[src/rtl/captura_pkg.sv]
`default_nettype none
// ============================================================================
// Module  : captura_pkg
// Purpose : Shared types and constants for the captura_requisicoes stage.
// Revision: 1.0 - initial release
// ============================================================================
package captura_pkg;

    typedef enum logic [2:0] {
        IDLE     = 3'd0,
        ARM      = 3'd1,
        HOLD     = 3'd2,
        WAIT_REL = 3'd3,
        SYNC     = 3'd4
    } station_state_t;

    localparam logic [3:0] IDLE_HH       = 4'h0;
    localparam logic [1:0] IDLE_B        = 2'b11;
    localparam logic [1:0] KEYS_RELEASED = 2'b11;

    // Bits needed to hold values 0..max_count, never less than one.
    function automatic int cnt_width(input int max_count);
        return (max_count < 1) ? 1 : $clog2(max_count + 1);
    endfunction

endpackage
`default_nettype wire

[src/rtl/captura_requisicoes_debounce.sv]
`default_nettype none
// ============================================================================
// Module  : debounce_tecla
// Purpose : Two-flop synchronizer plus stable-time counter for one key bit.
// Revision: 1.0 - initial release
// ============================================================================
module debounce_tecla
    import captura_pkg::*;
#(
    parameter int DEB_CYCLES = 500000
) (
    input  logic CLK,
    input  logic RST,
    input  logic IN,
    output logic OUT
);

    localparam int              CNT_W      = cnt_width(DEB_CYCLES - 1);
    localparam logic [CNT_W-1:0] C_CNT_LAST = CNT_W'(DEB_CYCLES - 1);

    logic             r_meta;
    logic             r_sync;
    logic             r_out;
    logic [CNT_W-1:0] r_cnt;

    // Released (1) is the safe state for an active-low key.
    always_ff @(posedge CLK) begin
        if (RST) begin
            r_meta <= 1'b1;
            r_sync <= 1'b1;
            r_out  <= 1'b1;
            r_cnt  <= '0;
        end else begin
            r_meta <= IN;
            r_sync <= r_meta;
            if (r_sync == r_out) begin
                r_cnt <= '0;
            end else if (r_cnt >= C_CNT_LAST) begin
                r_out <= r_sync;
                r_cnt <= '0;
            end else begin
                r_cnt <= r_cnt + CNT_W'(1);
            end
        end
    end

    assign OUT = r_out;

endmodule
`default_nettype wire

[src/rtl/captura_requisicoes.sv]
`default_nettype none
// ============================================================================
// Module  : captura_requisicoes
// Purpose : Debounces both stations' keys and latches each press as a request
//           held for HOLD_CYCLES. Optional macro PAIR_ALIGN_EN aligns captures.
// Revision: 1.0 - initial release
// ============================================================================
module captura_requisicoes
    import captura_pkg::*;
#(
    parameter int DEB_CYCLES  = 500000,
    parameter int ARM_CYCLES  = 2500000,
    parameter int HOLD_CYCLES = 250000000
) (
    input  logic       CLK,
    input  logic       RST,
    input  logic [3:0] SW0,
    input  logic [3:0] SW1,
    input  logic [1:0] KEY0,
    input  logic [1:0] KEY1,
    output logic [3:0] HH0,
    output logic [3:0] HH1,
    output logic [1:0] B0,
    output logic [1:0] B1,
    output logic       NEW0,
    output logic       NEW1,
    output logic       BUSY0,
    output logic       BUSY1
);

    localparam int               CNT_MAX     = (ARM_CYCLES > HOLD_CYCLES) ? ARM_CYCLES : HOLD_CYCLES;
    localparam int               CNT_W       = cnt_width(CNT_MAX);
    localparam logic [CNT_W-1:0] C_ARM_LAST  = CNT_W'(ARM_CYCLES - 1);
    localparam logic [CNT_W-1:0] C_HOLD_LAST = CNT_W'(HOLD_CYCLES - 1);
    localparam logic [CNT_W-1:0] C_CNT_SAT   = CNT_W'(CNT_MAX);

    logic [7:0] r_sw_meta;
    logic [7:0] r_sw_sync;
    logic [3:0] w_key_raw;
    logic [3:0] w_dbk;
    logic [7:0] w_hh_bus;
    logic [3:0] w_b_bus;
    logic [1:0] w_new;
    logic [1:0] w_busy;
`ifdef PAIR_ALIGN_EN
    logic [1:0] w_in_arm;
    logic [1:0] w_arm_done;
`endif

    assign w_key_raw = {KEY1, KEY0};

    // Switches are only sampled at capture time, so synchronizing suffices.
    always_ff @(posedge CLK) begin
        if (RST) begin
            r_sw_meta <= '0;
            r_sw_sync <= '0;
        end else begin
            r_sw_meta <= {SW1, SW0};
            r_sw_sync <= r_sw_meta;
        end
    end

    generate
        for (genvar gk = 0; gk < 4; gk++) begin : g_deb
            debounce_tecla #(
                .DEB_CYCLES(DEB_CYCLES)
            ) u_deb (
                .CLK(CLK),
                .RST(RST),
                .IN (w_key_raw[gk]),
                .OUT(w_dbk[gk])
            );
        end

        for (genvar gs = 0; gs < 2; gs++) begin : g_station
            station_state_t   r_state;
            station_state_t   w_state_nxt;
            logic [1:0]       w_dbk_st;
            logic [3:0]       w_sw_st;
            logic [1:0]       r_acc;
            logic [1:0]       w_acc_nxt;
            logic [CNT_W-1:0] r_cnt;
            logic [CNT_W-1:0] w_cnt_nxt;
            logic [CNT_W-1:0] w_cnt_inc;
            logic [3:0]       r_hh;
            logic [3:0]       w_hh_nxt;
            logic [1:0]       r_b;
            logic [1:0]       w_b_nxt;
            logic             r_new;
            logic             w_new_nxt;
            logic             r_busy;
            logic             w_capture;

            assign w_dbk_st  = w_dbk[gs*2 +: 2];
            assign w_sw_st   = r_sw_sync[gs*4 +: 4];
            assign w_cnt_inc = (r_cnt == C_CNT_SAT) ? r_cnt : r_cnt + CNT_W'(1);

`ifdef PAIR_ALIGN_EN
            logic w_peer_arm;
            logic w_peer_done;
            assign w_in_arm[gs]   = (r_state == ARM);
            assign w_arm_done[gs] = (r_state == ARM) && (r_cnt == C_ARM_LAST);
            assign w_peer_arm     = w_in_arm[1-gs];
            assign w_peer_done    = w_arm_done[1-gs];
`endif

            always_comb begin
                w_state_nxt = r_state;
                w_acc_nxt   = r_acc;
                w_cnt_nxt   = r_cnt;
                w_hh_nxt    = r_hh;
                w_b_nxt     = r_b;
                w_new_nxt   = 1'b0;
                w_capture   = 1'b0;
                case (r_state)
                    IDLE: begin
                        if (w_dbk_st != KEYS_RELEASED) begin
                            w_state_nxt = ARM;
                            w_acc_nxt   = w_dbk_st;
                            w_cnt_nxt   = '0;
                        end
                    end
                    ARM: begin
                        w_acc_nxt = r_acc & w_dbk_st;
                        w_cnt_nxt = w_cnt_inc;
                        if (r_cnt == C_ARM_LAST) begin
`ifdef PAIR_ALIGN_EN
                            // Wait for a peer still arming; simultaneous finishes capture together.
                            if (w_peer_arm && !w_peer_done) begin
                                w_state_nxt = SYNC;
                                w_cnt_nxt   = '0;
                            end else begin
                                w_capture = 1'b1;
                            end
`else
                            w_capture = 1'b1;
`endif
                        end
                    end
                    HOLD: begin
                        w_cnt_nxt = w_cnt_inc;
                        if (r_cnt == C_HOLD_LAST) begin
                            w_hh_nxt    = IDLE_HH;
                            w_b_nxt     = IDLE_B;
                            w_cnt_nxt   = '0;
                            w_state_nxt = (w_dbk_st == KEYS_RELEASED) ? IDLE : WAIT_REL;
                        end
                    end
                    WAIT_REL: begin
                        if (w_dbk_st == KEYS_RELEASED) begin
                            w_state_nxt = IDLE;
                        end
                    end
`ifdef PAIR_ALIGN_EN
                    SYNC: begin
                        w_acc_nxt = r_acc & w_dbk_st;
                        if (w_peer_done || !w_peer_arm) begin
                            w_capture = 1'b1;
                        end
                    end
`endif
                    default: begin
                        w_state_nxt = IDLE;
                        w_hh_nxt    = IDLE_HH;
                        w_b_nxt     = IDLE_B;
                        w_cnt_nxt   = '0;
                    end
                endcase

                if (w_capture) begin
                    w_hh_nxt    = w_sw_st;
                    w_b_nxt     = r_acc & w_dbk_st;
                    w_new_nxt   = 1'b1;
                    w_cnt_nxt   = '0;
                    w_state_nxt = HOLD;
                end
            end

            always_ff @(posedge CLK) begin
                if (RST) begin
                    r_state <= IDLE;
                    r_acc   <= KEYS_RELEASED;
                    r_cnt   <= '0;
                    r_hh    <= IDLE_HH;
                    r_b     <= IDLE_B;
                    r_new   <= 1'b0;
                    r_busy  <= 1'b0;
                end else begin
                    r_state <= w_state_nxt;
                    r_acc   <= w_acc_nxt;
                    r_cnt   <= w_cnt_nxt;
                    r_hh    <= w_hh_nxt;
                    r_b     <= w_b_nxt;
                    r_new   <= w_new_nxt;
                    r_busy  <= (w_state_nxt != IDLE);
                end
            end

            assign w_hh_bus[gs*4 +: 4] = r_hh;
            assign w_b_bus[gs*2 +: 2]  = r_b;
            assign w_new[gs]           = r_new;
            assign w_busy[gs]          = r_busy;
        end
    endgenerate

    assign HH0   = w_hh_bus[3:0];
    assign HH1   = w_hh_bus[7:4];
    assign B0    = w_b_bus[1:0];
    assign B1    = w_b_bus[3:2];
    assign NEW0  = w_new[0];
    assign NEW1  = w_new[1];
    assign BUSY0 = w_busy[0];
    assign BUSY1 = w_busy[1];

endmodule
`default_nettype wire

[config.mk]
export PLATFORM = sky130hd
export DESIGN_NAME = captura_requisicoes
export DESIGN_NICKNAME = d
export VERILOG_FILES = /design/src/rtl/captura_pkg.sv /design/src/rtl/captura_requisicoes_debounce.sv /design/src/rtl/captura_requisicoes.sv
export SDC_FILE = /design/constraint.sdc
export NUM_CORES = 1
export LEC_CHECK = 0
export ABC_CLOCK_PERIOD_IN_PS = 2800
export CAP_MARGIN = 25
export CORE_MARGIN = 2
export CORE_UTILIZATION = 40
export CTS_CLUSTER_SIZE = 24
export DETAILED_ROUTE_END_ITERATION = 8
export PLACE_DENSITY_LB_ADDON = 0.25
export SETUP_SLACK_MARGIN = 0.3
export SYNTH_ARGS = -nofsm -noshare
export SYNTH_HDL_FRONTEND = slang
export SYNTH_SLANG_ARGS = --single-unit
[constraint.sdc]
create_clock -name CLK -period 2.8 [get_ports CLK]
set_input_delay 0.7 -clock CLK [delete_from_list [all_inputs] [get_ports CLK]]
set_output_delay 0.7 -clock CLK [all_outputs]
set_load 0.005 [all_outputs]
======== Word level (Yosys, flattened, before mapping) ========
Cells that the tools add are included.
cells by class
  shift-type cells ........................ 0
  reductions and logical operators ........ 24
  multiply operators ...................... 0
  muxes and demuxes ....................... 42
  divide/modulo/power cells ............... 0
  add/subtract/negate cells ............... 6
  equality and inequality tests ........... 26
  magnitude comparators ................... 4
  bitwise logic cells ..................... 8
operators with widths
  kind                   count
  $pmux 28 s4            2
  $mux 28                6
  $eq 28x28->1 const B   4
  $add 19x1->19 const B  4
  $ge 19x19->1 const B   4
  $add 28x1->28 const B  2
  $eq 28x22->1 const B   2
  $mux 3                 8
  $pmux 3 s4             2
  $reduce_and 2->1       10
  $reduce_or 3->1        6
  $mux 2                 8
  $mux 4                 4
  $pmux 2 s2             4
  $pmux 4 s2             2
  $eq 3x2->1 const B     4
  $ne 2x2->1 const B     4
  $eq 3x1->1 const B     2
  $logic_not 3->1        2
  $mux 1                 6
  $ne 3x3->1 const B     2
  $not 1->1              6
  $reduce_bool 3->1      2
  $and 2x2->2            2
  5 further kinds        12
word-level totals
  memories kept ........................... 0
  flip-flop bits (word level) ............. 186
  word-level logic and storage cells ...... 142
  output and inout bits ................... 16
  latch bits .............................. 0
  input bits .............................. 14
  RAM bits ................................ 0
  memory bits (read-only) ................. 0

======== Longest topological paths before layout ========
Gate-level depths: netlist (run 1).
  depth after elaboration ................. 6
  mapped depth ............................ 10

======== By module ========
From an unflattened synthesis (run 1), not the netlist that was laid out.
second synthesis, totals
  cells, all modules ...................... 926
  area total of the unflattened synthesis .. 8,366.8 um^2
by module, submodules not included
  module                               cells an instance  area each (um^2)  instances
  captura_requisicoes                  508                4,539.4           1
  debounce_tecla (g_deb[0].u_deb ...)  104                957.2             3
  debounce_tecla (g_deb[3].u_deb)      106                955.9             1

======== Least setup slack after synthesis (run 1) ========
OpenSTA, ideal clock, no wires.
  path type ............................... reg2reg
  start point ............................. register g_station[1].r_cnt[11]
  end point ............................... register g_station[1].r_hh[0] (netlist: HH1[0])
  data required time ...................... 2,683 ps
  cell stages (with the launch flop) ...... 7
  period minus slack after synthesis ...... 2,260 ps
  setup time .............................. 117 ps
  path slack .............................. 540 ps
  path buffers ............................ 0
  arrival time ............................ 2,143 ps
  path through ............................ dfxtp_1 > or4b_1 > or4b_4 > nor4_2 > nor3_1 > o21a_2 > a22o_2
on the way
  longest elaborated chain between the ends .. 5
ends and longest elaborated chain
  element                                             RTL line                    RTL
  from (decl)                                         captura_requisicoes.sv:82   logic [CNT_W-1:0] r_cnt;
  from (signal assigned)                              captura_requisicoes.sv:191  r_cnt <= w_cnt_nxt;
  $eq 28x22->1                                        captura_requisicoes.sv:126  if (r_cnt == C_ARM_LAST) begin
  $mux 1                                              captura_requisicoes.sv:126
  $mux 1                                              captura_requisicoes.sv:115  case (r_state)
  $ne 3x3->1 (no line) or $ne 2x1->1 (tied branches)  n/a
  $reduce_and 2->1 (no line)                          n/a
  to (signal assigned)                                captura_requisicoes.sv:192  r_hh <= w_hh_nxt;
  to (decl)                                           captura_requisicoes.sv:85   logic [3:0] r_hh;
Parallel ways exist; a longest one is shown, timed or not.
A chain may end at the register's enable or synchronous reset.

======== Final worst setup path (run 1) ========
  start point ............................. register g_station[1].r_cnt[11]
  end point ............................... register g_station[1].r_hh[2] (netlist: HH1[2])
The elaborated chain is that of the path after synthesis.

==> out/summary.txt, run 1 <==
Status: finished clean
Largest stage delay, worst path: 0.57 ns
Number of synthesized flops with an enable pin: 0
Sequential area share after synthesis: 47.1%
Number of cell instances on the worst register-to-register path: 6
Min-Delay Path Depth: 1
Post-detailed-route DRC marker count: 0
Uppermost layer routed: met4
Routed metal-1 wirelength: 7340 um
Number of optimization iterations in the first detailed-route pass: 6
CTS HTree Levels: 4
Primary flip-flop cell chosen by synthesis mapping: sky130_fd_sc_hd__dfxtp_1
Antenna violations before repair: 0
Vias per inst: 4.94
Switching power of the nets: 1100 uW
Share of the clock period used by the worst path: 85.2%
Share of synthesized registers carrying an async set or reset: 0%
Upper clock frequency limit: 419 MHz
VDD IR-drop max: 0.376 mV
Number of sinks on the clock net: 186
Sequential Area: 3720 um^2
Number of core rows: 51
Fraction of power spent switching nets: 22.0%
Number of hold violations in the final report: 0
# port buffers: 29
Required time of the critical path: 3.11 ns
Part of the power in the clock network: 44.5%
Synthesized cell area: 7910 um^2
Number of ports placed on the die boundary: 30
Share of post-route cells with drive strength above 1: 7.25%
Mean cell area of the mapped netlist: 8.84 um^2
Setup tns final: 0 ns
Floorplan die area: 20900 um^2
Areal power density over the cells: 553 nW/um^2
Path type of the worst setup path: reg -> reg
Maximum buffer depth of the clock tree: 2
TritonCTS clock tree: built
GPL Wtd Cong: 0.783
MaxCap Viol Count: 0
Library cell contributing the largest single delay on the critical path: sky130_fd_sc_hd__or4b_1
Total CTS buffers: 17
Register clock-pin slew on the reported worst setup and hold paths: 0.07 ns
Clock latency on the worst-skew pair: 0.43 ns
Number of nets with antenna violations after detailed routing: 0
Post-synth cell types: 62
Routed met3 length: 405 um
Final Instance Area: 9050 um^2
Clock skew after layout: 0.0104 ns
Number of endpoints failing setup at the final stage: 0
Top fanout value on the critical path: 6
Detailed route wirelength on metal2: 6720 um
Core area: 19400 um^2
Post-synthesis sequential element count: 186
Number of global-route vias before repair: 5558
Number of nets in the finished design: 947
Routed WL: 14600 um
Routed wire per std cell: 12.2 um
Lkg Pwr: 0.00314 uW
Via count: 5939
Endpoint type of the worst setup path: flip-flop
Remaining Overflow, GRT: 0
Kind of start point of the critical path: flip-flop
Max-slew violations: 0
Mapped Cells: 894
Violation count after the first detailed-routing iteration: 239
Post-DP HPWL: 9830 um
Int Power: 3900 uW
Worst Path Arrival: 2.70 ns
Part of the total power dissipated in combinational logic: 2.1%
Unrepaired setup endpoints after global routing: no
Register share of total power: 53.5%
Initial Util: 40.8%
Placed inst area: 8490 um^2
Pin count of the biggest net entering global routing: 29
CTS Root Cell: sky130_fd_sc_hd__clkbuf_16
Worst min path class: reg -> reg
Area growth from synthesis to layout: 14.5%
Overall global routing resource usage: 14.9%
Chip height: 145 um
Final critical path time including I/O delays and setup: 2.38 ns
Slew @ Worst Pin: 0.639 ns
Number of diodes added for antenna fixing: 0
Slew Limit Headroom: 57.4%
Count of fill cells added during filler insertion: 1927
Chip width: 145 um
YS warnings: 0
Wire length of the first global-routing pass: 25400 um
Crit path cell chain: or4b_1, or4b_4, nor4_4, nor3_2, o21a_2, a22o_2
Multi-input logic area: 3970 um^2
==> sequential cells by signal, summed over array words and instances, names as in the netlist <==
register and flops:
g_deb.u_deb.r_cnt 76, g_station.r_cnt 56, r_sw_meta 8, r_sw_sync 8, g_station.r_state 6, HH0 4, HH1 4, g_deb.u_deb.OUT 4
g_deb.u_deb.r_meta 4, g_deb.u_deb.r_sync 4, g_station.r_acc 4, B0 2, B1 2, BUSY0 1, BUSY1 1, NEW0 1
NEW1 1
==> critical path: cells and delay by family, from the launching register on <==
family,cells,cell delay [ns]
AOI/OAI and AO/OA,2,0.44
DFF,1,0.34
and+or+nand+nor,4,1.49
==> path summary, 6_finish.rpt <==
path	start	to	slack, ns
max	g_station[1].r_cnt[11]	HH1[2]	0.42
min	g_deb[1].u_deb.r_meta	g_deb[1].u_deb.r_sync	0.41
min reg2reg	g_deb[1].u_deb.r_meta	g_deb[1].u_deb.r_sync	0.41
max reg2reg	g_station[1].r_cnt[11]	HH1[2]	0.42
==> logic make-up (layout without fill, tap and decap cells) <==
logic type,after synthesis,count (layout),share of synthesized area (%)
other,1,2,0.0474
AO/OA/AOI/OAI,66,66,5.68
adder cells (fa/ha/maj),8,8,1.27
flip-flops,186,186,47.1
XOR/XNOR,121,121,13.4
buffers and inverters,56,99,2.94
AND/OR/NAND/NOR,456,456,29.6
==> area by class of cell <==
cell class                 count  share of cell area, %
clock inverter                12                   1.01
timing repair buffer          38                   4.04
inverter                      29                   1.20
tap                          265                   3.66
clock buffer                  20                   5.05
sequential                   186                   41.2
multi-input combinational    653                   43.9
==> power by group through the flow <==
| stage | combinational [uW] | clock (uW) | sequential [uW] |
|---|---|---|---|
| 4_1_cts | 106 | 2290 | 2680 |
| 5_1_grt | 116 | 2410 | 2680 |
| 2_1_floorplan | 68.2 | 0 | 2730 |
| 3_5_place_dp | 105 | 0 | 2740 |
| 3_3_place_gp | 105 | 0 | 2740 |
| 6_report | 103 | 2230 | 2680 |
==> cell usage in the layout (no fill, tap or decap), types with 4 or more instances in the layout <==
cell	n
sky130_fd_sc_hd__a21oi_1	15
sky130_fd_sc_hd__o21ai_0	13
sky130_fd_sc_hd__and3_1	20
sky130_fd_sc_hd__ha_1	8
sky130_fd_sc_hd__inv_1	29
sky130_fd_sc_hd__or3_1	10
sky130_fd_sc_hd__a22o_2	4
sky130_fd_sc_hd__xor2_1	70
sky130_fd_sc_hd__nor3_1	24
sky130_fd_sc_hd__dfxtp_1	186
sky130_fd_sc_hd__buf_4	8
sky130_fd_sc_hd__nor2b_1	20
sky130_fd_sc_hd__clkdlybuf4s50_1	28
sky130_fd_sc_hd__a22o_1	4
sky130_fd_sc_hd__nand2_1	55
sky130_fd_sc_hd__nand3_1	51
sky130_fd_sc_hd__xnor2_1	51
sky130_fd_sc_hd__or4_1	6
sky130_fd_sc_hd__nor4b_1	4
sky130_fd_sc_hd__nor4_1	11
sky130_fd_sc_hd__nand4_1	38
sky130_fd_sc_hd__clkbuf_16	17
sky130_fd_sc_hd__a22oi_1	4
sky130_fd_sc_hd__or2_2	10
sky130_fd_sc_hd__nand4b_1	5
sky130_fd_sc_hd__and4_1	9
sky130_fd_sc_hd__clkinv_4	4
sky130_fd_sc_hd__nor2_1	164
sky130_fd_sc_hd__nand2b_1	6
sky130_fd_sc_hd__a31oi_1	5
==> through the flow <==
stage | std cells | hold WS, ns | setup slack, ns | total power, uW | utilization [%]
after floorplan | 895 | 0.389 | 0.540 | 2800 | -
after global placement | 1171 | 0.394 | 0.416 | 2840 | 43.7
after detailed placement | 1171 | 0.394 | 0.390 | 2840 | 43.7
after CTS | 1203 | 0.410 | 0.361 | 5080 | 46.6
after global routing | 1203 | 0.431 | 0.311 | 5210 | 46.6
final | 1203 | 0.408 | 0.416 | 5010 | 46.6
==> cell usage after synthesis (all sizes together), types with 2 or more instances <==
| cell type | instances | area share, % |
|---|---|---|
| dfxtp | 186 | 47 |
| nor2 | 165 | 8.0 |
| xor2 | 70 | 7.8 |
| nand2 | 56 | 2.7 |
| nand3 | 51 | 3.2 |
| xnor2 | 51 | 5.7 |
| nand4 | 38 | 3.0 |
| inv | 29 | 1.4 |
| nor3 | 25 | 1.6 |
| clkbuf | 22 | 1.2 |
| and3 | 20 | 1.6 |
| nor2b | 20 | 1.6 |
| a21oi | 15 | 0.95 |
| o21ai | 15 | 0.95 |
| nor4 | 13 | 1.2 |
| or2 | 10 | 0.79 |
| or3 | 10 | 0.79 |
| and4 | 9 | 1.0 |
| a22o | 8 | 0.95 |
| ha | 8 | 1.3 |
| or4 | 7 | 0.71 |
| nand2b | 6 | 0.47 |
| a31oi | 5 | 0.40 |
| buf | 5 | 0.40 |
| nand4b | 5 | 0.55 |
| a22oi | 4 | 0.38 |
| and2 | 4 | 0.32 |
| nor4b | 4 | 0.44 |
| nor3b | 3 | 0.28 |
| o21a | 3 | 0.30 |
| o31a | 3 | 0.35 |
| o32ai | 3 | 0.33 |
| or4b | 3 | 0.43 |
| a211o | 2 | 0.22 |
| a21boi | 2 | 0.19 |
| nor4bb | 2 | 0.25 |
==> layer usage <==
metal	vias to the layer above	track usage, %
met5	-	0
met4	0	4.04
met3	18	3.84
met2	55	24.5
met1	2765	19.6
li1	3101	-
==> what timing repair did <==
action	4_1_cts	5_1_grt
setup buffers	0	0
endpoints found under the setup margin	0	4
resized for setup	0	2
hold buffers	0	0
(Power assumes the default switching activity.)
==> inputs of run 2 (changes only) <==
- CORE_UTILIZATION: 40 -> 61
- PLACE_DENSITY: not set -> 0.78
- PLACE_DENSITY_LB_ADDON: 0.25 -> not set
==> out/summary.txt, run 2 (synthesis gave the netlist of run 1 again) <==
Status: finished clean
R2r startpoint: g_station[1].r_cnt[11]
Largest registers: g_deb.u_deb.r_cnt (76), g_station.r_cnt (56)
Share of the clock period used by the worst path: 84.8%
Register share of total power: 51.0%
Unrepaired setup endpoints after global routing: no
Critical path's top delay family: simple AND/OR/NAND/NOR gates
Int Power: 4170 uW
Number of global-route vias before repair: 6209
Leading cell types in the layout, fill and taps excluded: 186 x sky130_fd_sc_hd__dfxtp_1, 164 x sky130_fd_sc_hd__nor2_1, 70 x sky130_fd_sc_hd__xor2_1
Max FFs per register: 76
Routed WL: 15800 um
Number of sinks on the clock net: 186
Required time of the critical path: 3.12 ns
Top fanout value on the critical path: 6
Lkg Pwr: 0.00314 uW
Most common library cell in the layout ignoring fill and taps: sky130_fd_sc_hd__dfxtp_1
GPL Wtd Cong: 0.812
Worst min path class: reg -> reg
Setup tns final: 0 ns
Antenna violations before repair: 0
Number of endpoints failing setup at the final stage: 0
Largest stage delay, worst path: 0.57 ns
Final critical path time including I/O delays and setup: 2.37 ns
Maximum buffer depth of the clock tree: 2
Total chip power: 5260 uW
Routed metal-1 wirelength: 7130 um
Routed met3 length: 560 um
Chip width: 118 um
# port buffers: 29
Post-detailed-route DRC marker count: 0
Floorplan die area: 13900 um^2
Setup slack of the most critical reg-to-reg path: 0.43 ns
Register clock-pin slew on the reported worst setup and hold paths: 0.07 ns
CP Launch Point: g_station[1].r_cnt[11]
Kind of start point of the critical path: flip-flop
MaxCap Viol Count: 0
Fraction of power spent switching nets: 20.7%
Via count: 6267
Post-DP HPWL: 10700 um
Switching power of the nets: 1090 uW
Initial Util: 62.6%
Path type of the worst setup path: reg -> reg
Wire length of the first global-routing pass: 27600 um
Number of nets in the finished design: 944
Number of ports placed on the die boundary: 30
Chip height: 118 um
Part of the total power dissipated in combinational logic: 1.9%
Launch point of the worst hold path: g_deb[1].u_deb.r_meta
CTS HTree Levels: 4
Number of nets with antenna violations after detailed routing: 0
Overall global routing resource usage: 23.9%
Pre-CTS setup slack: 0.232 ns
Clock latency on the worst-skew pair: 0.43 ns
Slew @ Worst Pin: 0.874 ns
VDD IR-drop max: 0.453 mV
Detailed route wirelength on metal2: 7830 um
Fin Hold WS: 0.405 ns
Hold-fix buffers, CTS: 0
Violation count after the first detailed-routing iteration: 417
Core area: 12600 um^2
Upper clock frequency limit: 421 MHz
Number of core rows: 41
Vias per inst: 5.66
Worst Path Arrival: 2.69 ns
Total CTS buffers: 17
Routed wire per std cell: 14.3 um
Final core utilization: 71.1%
Pin count of the biggest net entering global routing: 35
Endpoint type of the worst setup path: flip-flop
CP Buf/Inv Count: 0
Number of hold violations in the final report: 0
Uppermost layer routed: met4
Number of diodes added for antenna fixing: 0
Library cell contributing the largest single delay on the critical path: sky130_fd_sc_hd__or4b_4
CTS Root Cell: sky130_fd_sc_hd__clkbuf_16
Final worst-path setup slack: 0.425 ns
Share of post-route cells with drive strength above 1: 6.95%
Area growth from synthesis to layout: 13.5%
Number of post-CTS setup repair buffers: 0
TritonCTS clock tree: built
Register ranked first by flip-flop count: g_deb.u_deb.r_cnt
Number of optimization iterations in the first detailed-route pass: 5
Clock skew after layout: 0.00750 ns
Max-slew violations: 0
Slew Limit Headroom: 41.7%
Part of the power in the clock network: 47.1%
Remaining Overflow, GRT: 0
Crit path cell chain: or4b_1, or4b_4, nor4_4, nor3_2, o21a_2, a22o_2
Areal power density over the cells: 586 nW/um^2
==> run 2: cell count changes in the layout (fill, tap and decap cells not counted) <==
cell / before / now
sky130_fd_sc_hd__bufinv_16: 0 / 3
sky130_fd_sc_hd__buf_4: 8 / 6
sky130_fd_sc_hd__or3_4: 0 / 1
sky130_fd_sc_hd__clkinv_2: 3 / 0
sky130_fd_sc_hd__buf_12: 1 / 0
sky130_fd_sc_hd__o21ai_2: 1 / 0
sky130_fd_sc_hd__clkinv_4: 4 / 1
sky130_fd_sc_hd__clkinvlp_4: 2 / 5
sky130_fd_sc_hd__or3_1: 10 / 9
sky130_fd_sc_hd__nand2_4: 0 / 1
sky130_fd_sc_hd__nand2_2: 1 / 0
sky130_fd_sc_hd__o21ai_1: 1 / 2
==> run 2: layout make-up <==
class | count | area [um^2]
multi-input cells | 653 | 3980
flip-flops and latches | 186 | 3720
fillers | 1005 | 3650
clock buffers | 20 | 457
repair buffers | 35 | 330
well taps | 172 | 215
clock inverters | 12 | 163
inverters | 29 | 109
==> run 2: final timing paths <==
kind | endpoint | cells past startpoint
min reg2reg | g_deb[1].u_deb.r_sync | 1
max reg2reg | HH1[3] | 6
max | HH1[3] | 6
min | g_deb[1].u_deb.r_sync | 1
==> run 2: timing repair <==
| item | CTS | global route |
|---|---|---|
| endpoints found under the setup margin | 28 | 51 |
| gates resized for setup | 1 | 3 |
| pin swaps | 0 | 1 |
==> run 2: routing by layer <==
metal | global-route usage, % | up-vias
li1 | - | 3110
met2 | 41.5 | 133
met3 | 5.38 | 28
met4 | 9.11 | 0
met5 | 0 | -
met1 | 28.7 | 2996
==> run 2: power groups by stage <==
stage,Clock (uW),Combinational [uW],Sequential (uW)
floorplan,0,68.2,2730
global placement,0,95.2,2740
detailed placement,0,98.9,2740
CTS,2520,101,2680
global route,2630,111,2680
finish,2480,100,2680
==> run 2: through the flow <==
stage	cell area [um^2]	instances
after floorplan	7910	895
after global placement	8330	1075
after detailed placement	8330	1075
after CTS	8950	1107
after global routing	8970	1107
final	8970	1107
